## src/rtl/board_frame_serializer.sv

```systemverilog
// Serialises a stable snapshot of the 32-bit playfield word MSB first to a display shift-register
// chain (serial clock / data / latch), refreshing on request or when the board changes in auto mode.
module board_frame_serializer #(
   parameter int ROWS     = 8,
   parameter int COLS     = 4,
   parameter int SCLK_DIV = 2
) (
   input  logic            in_clka,
   input  logic            in_restart,
   input  logic [31:0]     in_board,
   input  logic            in_frame_req,
   input  logic            in_auto,
   output logic            out_sclk,
   output logic            out_sdata,
   output logic            out_latch,
   output logic            out_busy,
   output logic [ROWS-1:0] out_row_full,
   output logic [7:0]      out_frame_cnt
);
   typedef enum logic [1:0] {IDLE, SHIFT_LO, SHIFT_HI, LATCH} state_t;

   localparam logic [3:0] DIV_LAST = 4'(SCLK_DIV - 1);

   state_t          state_reg;
   logic [31:0]     snap_reg;
   logic [31:0]     last_sent_reg;
   logic [4:0]      bit_idx_reg;
   logic [3:0]      div_cnt_reg;
   logic            pending_reg;
   logic [ROWS-1:0] row_full_next;
   logic            trigger;
   logic            phase_done;

   generate
      for (genvar gi = 0; gi < ROWS; gi++) begin : g_row_full
         assign row_full_next[gi] = &in_board[gi*COLS +: COLS];
      end
   endgenerate

   assign trigger    = in_frame_req | pending_reg | (in_auto & (in_board != last_sent_reg));
   assign phase_done = (div_cnt_reg == DIV_LAST);

   always_ff @(posedge in_clka or posedge in_restart) begin
      if (in_restart) begin
         state_reg     <= IDLE;
         snap_reg      <= '0;
         last_sent_reg <= '0;
         bit_idx_reg   <= '0;
         div_cnt_reg   <= '0;
         pending_reg   <= 1'b0;
         out_sclk      <= 1'b0;
         out_sdata     <= 1'b0;
         out_latch     <= 1'b0;
         out_busy      <= 1'b0;
         out_row_full  <= '0;
         out_frame_cnt <= '0;
      end else begin
         // A request arriving mid-frame is remembered once and served right after this frame.
         if (state_reg != IDLE && in_frame_req)
            pending_reg <= 1'b1;

         case (state_reg)
            IDLE: begin
               if (trigger) begin
                  snap_reg      <= in_board;
                  last_sent_reg <= in_board;
                  out_row_full  <= row_full_next;
                  bit_idx_reg   <= 5'd31;
                  div_cnt_reg   <= '0;
                  pending_reg   <= 1'b0;
                  out_busy      <= 1'b1;
                  out_sclk      <= 1'b0;
                  out_sdata     <= in_board[31];
                  state_reg     <= SHIFT_LO;
               end
            end
            SHIFT_LO: begin
               if (phase_done) begin
                  div_cnt_reg <= '0;
                  out_sclk    <= 1'b1;
                  state_reg   <= SHIFT_HI;
               end else begin
                  div_cnt_reg <= div_cnt_reg + 4'd1;
               end
            end
            SHIFT_HI: begin
               if (phase_done) begin
                  div_cnt_reg <= '0;
                  out_sclk    <= 1'b0;
                  if (bit_idx_reg == 5'd0) begin
                     out_sdata <= 1'b0;
                     out_latch <= 1'b1;
                     state_reg <= LATCH;
                  end else begin
                     bit_idx_reg <= bit_idx_reg - 5'd1;
                     out_sdata   <= snap_reg[bit_idx_reg - 5'd1];
                     state_reg   <= SHIFT_LO;
                  end
               end else begin
                  div_cnt_reg <= div_cnt_reg + 4'd1;
               end
            end
            LATCH: begin
               out_latch     <= 1'b0;
               out_busy      <= 1'b0;
               out_frame_cnt <= out_frame_cnt + 8'd1;
               state_reg     <= IDLE;
            end
            default: state_reg <= IDLE;
         endcase
      end
   end
endmodule

```

## config.mk

```make
export PLATFORM = sky130hd
export DESIGN_NAME = board_frame_serializer
export DESIGN_NICKNAME = d
export VERILOG_FILES = /design/src/rtl/board_frame_serializer.sv
export SDC_FILE = /design/constraint.sdc
export NUM_CORES = 1
export LEC_CHECK = 0
export BUFFER_PORTS_ARGS = -buffer_cell sky130_fd_sc_hd__buf_2
export CORE_ASPECT_RATIO = 0.9
export CORE_MARGIN = 5
export CORE_UTILIZATION = 51
export CTS_CLUSTER_SIZE = 40
export DETAILED_ROUTE_END_ITERATION = 16
export GPL_TIMING_DRIVEN = 0
export PLACE_DENSITY = 0.81
export SKIP_LAST_GASP = 1
export SLEW_MARGIN = 0
export SYNTH_ARGS = -nofsm -noshare
export SYNTH_HDL_FRONTEND = slang
export SYNTH_SLANG_ARGS = --single-unit
export TNS_END_PERCENT = 1
```

## constraint.sdc

```tcl
create_clock -name in_clka -period 2.9 [get_ports in_clka]
set_input_delay 0.145 -clock in_clka [delete_from_list [all_inputs] [get_ports in_clka]]
set_output_delay 0.145 -clock in_clka [all_outputs]
set_load 0.01 [all_outputs]
```

==> impl_metrics.ini, run 1 <==
[sta]
clock.fmax_mhz = 359.5
fin_ws_ps = 118.2
setup_viol_count_final = 0
period_needed_ps = 2782
rsz0062_at_grt = true
slew_headroom = 0.1975
tightest_slew_ps = 1188
clock_skew_ps = 10.05
finalCritPeriodShare = 0.9593
slew_violations = 0
finalHoldViolCount = 0

[floorplanning]
dieHeight_um = 89.23
ios = 56
rows = 28
dieArea_um2 = 8747
start_util = 0.5316
die_x_um = 98.03
core_area_um2 = 6691

[detailed_routing]
first_pass_iters = 4
antenna_left = 0
vias_per_cell = 5.635
drc = 0
post_drt_wl_per_cell_um = 16.82
drt-total-wl_um = 7872
drtIter0Drc = 118
via_count = 2637

[power_and_ir_drop]
intPower_mw = 2.719
vdd_drop_max_v = 0.0006071
pwr-share-seq = 0.368
p_leak_nw = 1.911
combPwrFrac = 0.462
power.density_nw_per_um2 = 1058
sw_frac_of_total = 0.3828
clkPwrFrac = 0.170
p_switching_mw = 1.687

[critical_path]
cp.arrival_ps = 3040
timing.setup.critical_path_class = flop to flop
setup.worst_path.start_class = flop
worst_setup_path_end_kind = flop
cp.required_ps = 3160
cp_max_fo = 6

[synthesis]
netlist_top_cells_area = dfrtp_1 45%, mux2_2 10%, xor2_1 8.9%, mux4_2 5.1%, mux2i_1 3.4%
synthXorXnorAreaFrac = 0.1009
yosys_register_bits = 64
synth_edf_count = 0
synth-simple-area-share = 0.09005
syn_area_um2 = 3557
synth_warnings = 0
synth_ff_type = dfrtp_1
yosysTopAreaCellShare = 0.4502
ys_seq_area_frac = 0.4502
synth_area_leader_cell = dfrtp_1
synth-compound-area-share = 0.1006
synth.mux.area_fraction = 0.1952
synth_top_family_by_area = multiplexers
yosys.cell_types.count = 49
syn_inst = 306
syn-num-nets = 350
syn-mean-instance-area_um2 = 11.62
synthArstFlopShare = 1.000
synthAdderAreaFrac = 0.02814

[cts]
clkTransAtPathRegs_ps = 70
cts_buffers = 9
cts_root_buffer = clkbuf_8
cts_htree_levels = 3
clk-insertion-delay-late_ps = 360
cts_tree = built
cts_sinks = 64
cts_buffer_depth = 2

[placement]
dp_slack_ps = -424.1
io_buffers = 55
place_hpwl_um = 6042
gp_congestion = 0.8569
placed_cells = 452

[global_route]
grt_max_degree = 38
grt.total_usage = 0.1986
overflow = 0
antenna_found_initial = 0
grt_pass1_wl_um = 13460
grt_pass1_vias = 2791

[run_status]
outcome = completed

[cells_and_area]
largest_register_ff_count = 32
nNetsFinal = 417
fin_cells = 468
drive_above_1_share = 0.3201
num_antenna_cells = 0
area_delta_synth_final_pct = 17.02

[flow_run]
timing.max_cap.violations = 0

[min_path]
holdCritPathClass = input port to flop
## synth_stat cells, types with 3 or more instances
master / n
mux2_1: 3
o211ai_1: 6
o21ai_0: 6
mux4_2: 8
nor4_1: 8
a21oi_1: 3
buf_4: 4
a21boi_0: 3
clkbuf_1: 4
inv_1: 18
o2111ai_1: 3
xnor2_1: 5
mux2i_1: 12
nand2_1: 16
nand3_1: 7
dfrtp_1: 64
mux2_2: 32
a22o_1: 4
nor2_1: 13
ha_1: 8
nand4_1: 10
buf_1: 3
xor2_1: 36
## power groups by stage
stage / logic [mW] / registers (mW) / clock network (mW)
after floorplan: 1.51 / 1.60 / 0
after global placement: 1.97 / 1.61 / 0
after detailed placement: 2.03 / 1.64 / 0
after CTS: 2.04 / 1.62 / 0.762
after global routing: 2.26 / 1.68 / 0.797
final: 2.03 / 1.62 / 0.749
## layer usage
metal / GRT usage / wire [µm]
met1: 0.2518 / 3484
met5: 0 / 0
met4: 0.08428 / 140
met2: 0.3337 / 3743
met3: 0.04446 / 503
## path summary, 6_finish.rpt
kind,startpoint,endpoint,slack (ps),cells past startpoint
max in group asynchronous,in_restart,last_sent_reg[31],1870,4
worst min register to register,out_frame_cnt[7],out_frame_cnt[7],470,1
worst max register to register,last_sent_reg[19],div_cnt_reg[3],120,6
worst max-delay path,last_sent_reg[19],div_cnt_reg[3],120,6
min in group asynchronous,in_restart,last_sent_reg[9],410,3
worst min-delay path,in_board[26],last_sent_reg[26],50,2
## area by class of cell
| type | count | area [µm²] |
|---|---|---|
| Fill cell | 517 | 2529 |
| Multi-Input combinational cell | 213 | 1834 |
| Sequential cell | 64 | 1602 |
| Timing Repair Buffer | 57 | 305.3 |
| Clock buffer | 10 | 127.6 |
| Tap cell | 90 | 112.6 |
| Inverter | 18 | 67.56 |
| Clock inverter | 6 | 60.06 |
| Buffer | 10 | 53.80 |
## cells in the final DEF, fill, tap and decap left out, types with 2 or more instances in the layout
master | netlist | final
clkbuf_1 | 4 | 4
clkbuf_8 | 0 | 9
ha_1 | 8 | 7
buf_2 | 0 | 56
o211ai_1 | 6 | 6
buf_1 | 3 | 2
clkinv_2 | 0 | 3
nand3_1 | 7 | 7
mux2_2 | 32 | 32
mux2i_1 | 12 | 12
mux4_2 | 8 | 8
mux2_1 | 3 | 3
nand4_1 | 10 | 10
nor2_1 | 13 | 13
nor4_1 | 8 | 8
a22o_1 | 4 | 4
a21oi_1 | 3 | 3
xor2_1 | 36 | 36
nor3_1 | 2 | 2
nand2_1 | 16 | 16
inv_1 | 18 | 17
nor2b_1 | 2 | 2
a211o_1 | 2 | 2
o21ai_0 | 6 | 6
o2111ai_1 | 3 | 3
clkinvlp_4 | 0 | 2
buf_4 | 4 | 4
a21boi_0 | 3 | 3
dfrtp_1 | 64 | 64
a2bb2oi_1 | 2 | 2
xnor2_1 | 5 | 5
## worst max-delay path: stages (launching register included)
cell and delay [ps]:
dfrtp_1 410, xor2_1 170, nor4_1 310, nand2_1 140, o41ai_1 1070, a21boi_0 330
o211ai_1 260
## cell families (layout without fill, tap and decap cells)
group,Yosys count,count (layout)
mux,55,55
flops,64,64
compound gates,45,45
xor+xnor,41,41
fa+ha+maj,8,8
simple gates,64,64
buf+inv,29,101
## per-stage QoR
step / total power, mW / hold slack, ps / utilization / TNS, ps / area, µm²
global route: 4.735 / 53.20 / 0.6221 / -56.45 / 4163
detailed placement: 3.675 / 261.0 / 0.5926 / -424.1 / 3965
CTS: 4.429 / 38.77 / 0.6217 / 0 / 4160
finish: 4.406 / 47.78 / 0.6221 / 0 / 4163
floorplan: 3.112 / 276.7 / - / 0 / 3557
global placement: 3.573 / 401.7 / 0.5896 / -428.3 / 3945
## repair_timing
item,in CTS,in global routing
endpoints found under the hold margin,27,0
hold buffers,1,0
gates resized for setup,1,1
buffers inserted,0,0
setup endpoints to repair,1,3
Note: power is estimated with default switching activity, not from simulation.
==> inputs of run 2 (changes only) <==
- BUFFER_PORTS_ARGS: -buffer_cell sky130_fd_sc_hd__buf_2 -> default
- CORE_UTILIZATION: 51 -> 57
- DONT_BUFFER_PORTS: default -> 1
- PLACE_DENSITY: 0.81 -> 0.8
==> run 2 against run 1 <==
- the flow now finishes with violations (negative setup slack)
- combinational power fell by 4%
- sequential share of layout area fell by 0.79 points
- via count rose by 1.9%
- clock-buffer cell count rose by 2
- global-route usage rose by 4.3 points
- non-clock buffer count fell by 19
- largest power group unchanged
- flip-flop and latch count did not move
- final cell count fell by 7.9%
- largest cell class unchanged
- critical endpoint is now out_sdata
==> impl_metrics.ini, run 2 (same netlist as run 1, synthesis figures left out) <==
[run_status]
outcome = finished with violations
violations = negative setup slack

[critical_path]
cp.required_ps = 3130
critical_path.slowest_cell = ha_1
max_stage_delay_ps = 600
worst_setup_path_end_kind = flop
cp_max_fo = 10
setup.worst_path.start_class = flop
path_cells = buf_2 > inv_1 > ha_1 > mux4_2 > a211o_1 > a22o_1 > o2111ai_1 > a2bb2oi_1
cp.arrival_ps = 3150
timing.setup.critical_path_class = flop to flop

[cells_and_area]
nNetsFinal = 398
most-common-layout-cells = 64 x dfrtp_1, 37 x dlygate4sd3_1, 36 x xor2_1
fin_cells = 431
design_area_um2 = 4250
area_delta_synth_final_pct = 19.49
drive_above_1_share = 0.1838
final_core_util = 0.6990
final_common_cell = dfrtp_1
num_antenna_cells = 0
largest_register_ff_count = 32

[cts]
cts_tree = built
cts_root_buffer = clkbuf_8
clkTransAtPathRegs_ps = 70
cts_sinks = 64
cts_htree_levels = 3
cts_setup_buffers = 0
clk-insertion-delay-late_ps = 360
cts_buffer_depth = 2
cts_buffers = 9

[sta]
hold_slack_ps = 22.96
setup_viol_count_final = 1
finalCritPeriodShare = 1.006
slew_violations = 0
slew_headroom = 0.4301
clock_skew_ps = 11.94
period_needed_ps = 2918
clock.fmax_mhz = 342.7
rsz0062_at_grt = true
tightest_slew_ps = 853.6
finalHoldViolCount = 0
fin_ws_ps = -18.26

[floorplanning]
rows = 27
core_area_um2 = 6081
start_util = 0.5850
ios = 56
dieHeight_um = 84.95
die_x_um = 93.27
dieArea_um2 = 7923

[detailed_routing]
first_pass_iters = 4
antenna_left = 0
wl_met3_um = 518
via_count = 2686
drtIter0Drc = 251
drt-total-wl_um = 8889
wl_met1_um = 3869
vias_per_cell = 6.232
dr_wl_met2_um = 4379
drc = 0
route.top_layer_used = met4
post_drt_wl_per_cell_um = 20.62

[min_path]
holdCritPathClass = input port to flop

[placement]
place_area_um2 = 3667
gp_congestion = 0.8192
io_buffers = 0
place_hpwl_um = 5773
placed_cells = 379

[power_and_ir_drop]
vdd_drop_max_v = 0.0007651
finalPower_mw = 4.450
power.density_nw_per_um2 = 1047
p_leak_nw = 1.838

[global_route]
grt_pass1_vias = 2718
overflow = 0
grt_pass1_wl_um = 14660
grt_max_degree = 41
antenna_found_initial = 0
grt.total_usage = 0.2413

[flow_run]
timing.max_cap.violations = 0
[run 2: worst paths after layout]
kind	startpoint	endpoint	slack (ps)	cells after the start
setup / recovery	bit_idx_reg[0]	out_sdata	-20	8
hold / removal	in_board[31]	out_sdata	20	2
setup reg to reg	bit_idx_reg[0]	out_sdata	-20	8
hold reg to reg	last_sent_reg[6]	last_sent_reg[6]	540	1
max in group asynchronous	in_restart	last_sent_reg[24]	1840	3
min in group asynchronous	in_restart	out_frame_cnt[5]	430	2
[run 2: power breakdown]
group / total [mW] / switching (mW) / internal (mW)
clock network: 0.809 / 0.364 / 0.446
registers: 1.70 / 0.418 / 1.28
logic: 1.94 / 0.940 / 1.00
total: 4.45 / 1.72 / 2.73
[run 2: layer usage]
| metal | global-route usage | up-vias |
|---|---|---|
| li1 | - | 1218 |
| met1 | 0.3304 | 1349 |
| met2 | 0.3773 | 104 |
| met3 | 0.05142 | 15 |
| met4 | 0.09188 | 0 |
| met5 | 0 | - |
[run 2: repair_timing]
item,in CTS,in global routing
hold buffers,37,0
endpoints found under the setup margin,1,9
hold endpoints to repair,80,0
resized for setup,1,1
[run 2: final cells by class]
class,count,area (µm²)
plain buffers,10,53.80
clock buffers,12,155.1
clock inverters,4,52.55
fillers,430,1831
inverters,18,67.56
multi-input cells,213,1839
flip-flops and latches,64,1602
well taps,72,90.09
repair buffers,38,390.4
[run 2: worst max-delay path: cells and delay by family (launching register included)]
kind | cells | cell delay, ps
adders and majority gates | 1 | 600
muxes | 1 | 430
DFF | 1 | 470
AOI/OAI and AO/OA | 4 | 830
buffers and inverters | 2 | 450
[run 2: stage by stage]
| step | TNS, ps | setup WS (ps) |
|---|---|---|
| 6_report | -18.26 | -18.26 |
| 3_5_place_dp | -466.7 | -466.7 |
| 2_1_floorplan | 0 | 142.8 |
| 5_1_grt | -158.5 | -158.5 |
| 3_3_place_gp | -459.4 | -459.4 |
| 4_1_cts | 0 | 1.465 |
==> inputs of run 3 (changes only) <==
- CORE_UTILIZATION: 57 -> 60
- CTS_BUF_LIST: default -> sky130_fd_sc_hd__clkbuf_8
- PLACE_DENSITY: 0.8 -> 0.84
==> run 3 against run 2 <==
- the flow now finishes without violations
- cell area hardly changed
- critical path depth is the same
- flip-flop and latch count is the same
- largest cell class unchanged
==> impl_metrics.ini, run 3 (same netlist as run 1, synthesis figures left out) <==
[critical_path]
path_cells = buf_2 > inv_1 > ha_2 > mux4_2 > a211o_1 > a22o_1 > o2111ai_1 > a2bb2oi_1
cp.arrival_ps = 3050
cp_num_buf_inv = 2
timing.setup.critical_path_class = flop to flop
crit_family = compound AO/OA/AOI/OAI gates
worst_setup_path_end_kind = flop
max_stage_delay_ps = 510
critical_path.slowest_cell = ha_2
setup.worst_path.start_class = flop
cp_max_fo = 10
cp.required_ps = 3140

[global_route]
overflow = 0
grt_pass1_wl_um = 15120
grt_max_degree = 34
antenna_found_initial = 1
grt_pass1_vias = 2932
grt.total_usage = 0.2530

[power_and_ir_drop]
clkPwrFrac = 0.182
p_leak_nw = 1.830
power.density_nw_per_um2 = 1055
finalPower_mw = 4.486
p_switching_mw = 1.758
vdd_drop_max_v = 0.0006547
sw_frac_of_total = 0.3920
intPower_mw = 2.727
combPwrFrac = 0.438
pwr-share-seq = 0.381

[sta]
setup_viol_count_final = 0
slew_violations = 0
slew_headroom = 0.4988
fin_ws_ps = 86.37
tightest_slew_ps = 743.6
period_needed_ps = 2814
finalHoldViolCount = 0
clock.fmax_mhz = 355.4
fin_tns_setup_ps = 0
hold_slack_ps = 11.31
rsz0062_at_grt = true
finalCritPeriodShare = 0.9702
clock_skew_ps = 12.04

[cts]
clkTransAtPathRegs_ps = 70
clk-insertion-delay-late_ps = 360
cts_root_buffer = clkbuf_8
cts_htree_levels = 3
cts_buffer_depth = 2
cts_sinks = 64
cts_tree = built
cts_buffers = 9

[detailed_routing]
vias_per_cell = 6.549
drtIter0Drc = 286
post_drt_wl_per_cell_um = 21.30
via_count = 2816
drc = 0
first_pass_iters = 5
drt-total-wl_um = 9157
antenna_left = 0

[floorplanning]
start_util = 0.6213
ios = 56
rows = 26
die_x_um = 91.16
core_area_um2 = 5725
dieHeight_um = 83.05
dieArea_um2 = 7570

[cells_and_area]
most-common-layout-cells = 64 x dfrtp_1, 37 x dlygate4sd3_1, 36 x xor2_1
area_delta_synth_final_pct = 19.52
largest_register_ff_count = 32
drive_above_1_share = 0.1894
final_common_cell = dfrtp_1
nNetsFinal = 398

[placement]
io_buffers = 0
dp_slack_ps = -435.8
gp_congestion = 0.8225
place_hpwl_um = 5704

[flow_run]
timing.max_cap.violations = 0

[run_status]
outcome = completed

[min_path]
holdCritPathClass = input port to flop
run 3: per-layer routing:
layer | vias to the layer above | part of all wire | GRT usage
met2 | 146 | 0.48 | 0.4004
met1 | 1413 | 0.39 | 0.3155
li1 | 1221 | - | -
met3 | 36 | 0.085 | 0.07866
met5 | - | 0 | 0
met4 | 0 | 0.038 | 0.1187
run 3: final timing paths:
kind / start / slack (ps) / cells after the start / end
hold reg to reg: last_sent_reg[5] / 550 / 1 / last_sent_reg[5]
min in group asynchronous: in_restart / 370 / 2 / out_frame_cnt[0]
setup reg to reg: bit_idx_reg[0] / 90 / 8 / out_sdata
hold / removal: in_board[31] / 10 / 2 / out_sdata
max in group asynchronous: in_restart / 1920 / 3 / last_sent_reg[17]
setup / recovery: bit_idx_reg[0] / 90 / 8 / out_sdata
run 3: metrics by stage:
| step | instance area, µm² | cells | util |
|---|---|---|---|
| 2_1_floorplan | 3557 | 306 | - |
| 3_3_place_gp | 3645 | 376 | 0.6366 |
| 3_5_place_dp | 3665 | 377 | 0.6401 |
| 4_1_cts | 4242 | 429 | 0.7408 |
| 5_1_grt | 4252 | 430 | 0.7426 |
| 6_report | 4252 | 430 | 0.7426 |
run 3: worst reg2reg max path, cell delays in order (launching register included):
cell	delay [ps]
dfrtp_1	490
buf_2	360
inv_1	120
ha_2	510
mux4_2	390
a211o_1	300
a22o_1	230
o2111ai_1	210
a2bb2oi_1	90
run 3: area by class of cell:
class                      count  area (µm²)
antenna                        1       2.502
clock buffer                  11       151.4
sequential                    64        1602
tap                           70       87.58
inverter                      18       67.56
clock inverter                 5       55.05
timing repair buffer          38       390.4
fill                         348        1474
multi-input combinational    213        1842
buffer                        10       53.80
run 3: repair_timing:
item	4_1_cts	5_1_grt
endpoints found under the hold margin	72	0
setup buffers	0	0
hold buffers	37	0
resized for setup	2	1
endpoints found under the setup margin	1	6
gates cloned	0	0
run 3: power by group through the flow:
stage	sequential [mW]	clock (mW)	combinational (mW)
2_1_floorplan	1.60	0	1.51
3_3_place_gp	1.67	0	1.78
3_5_place_dp	1.70	0	1.84
4_1_cts	1.69	0.801	1.92
5_1_grt	1.76	0.859	2.13
6_report	1.71	0.814	1.96
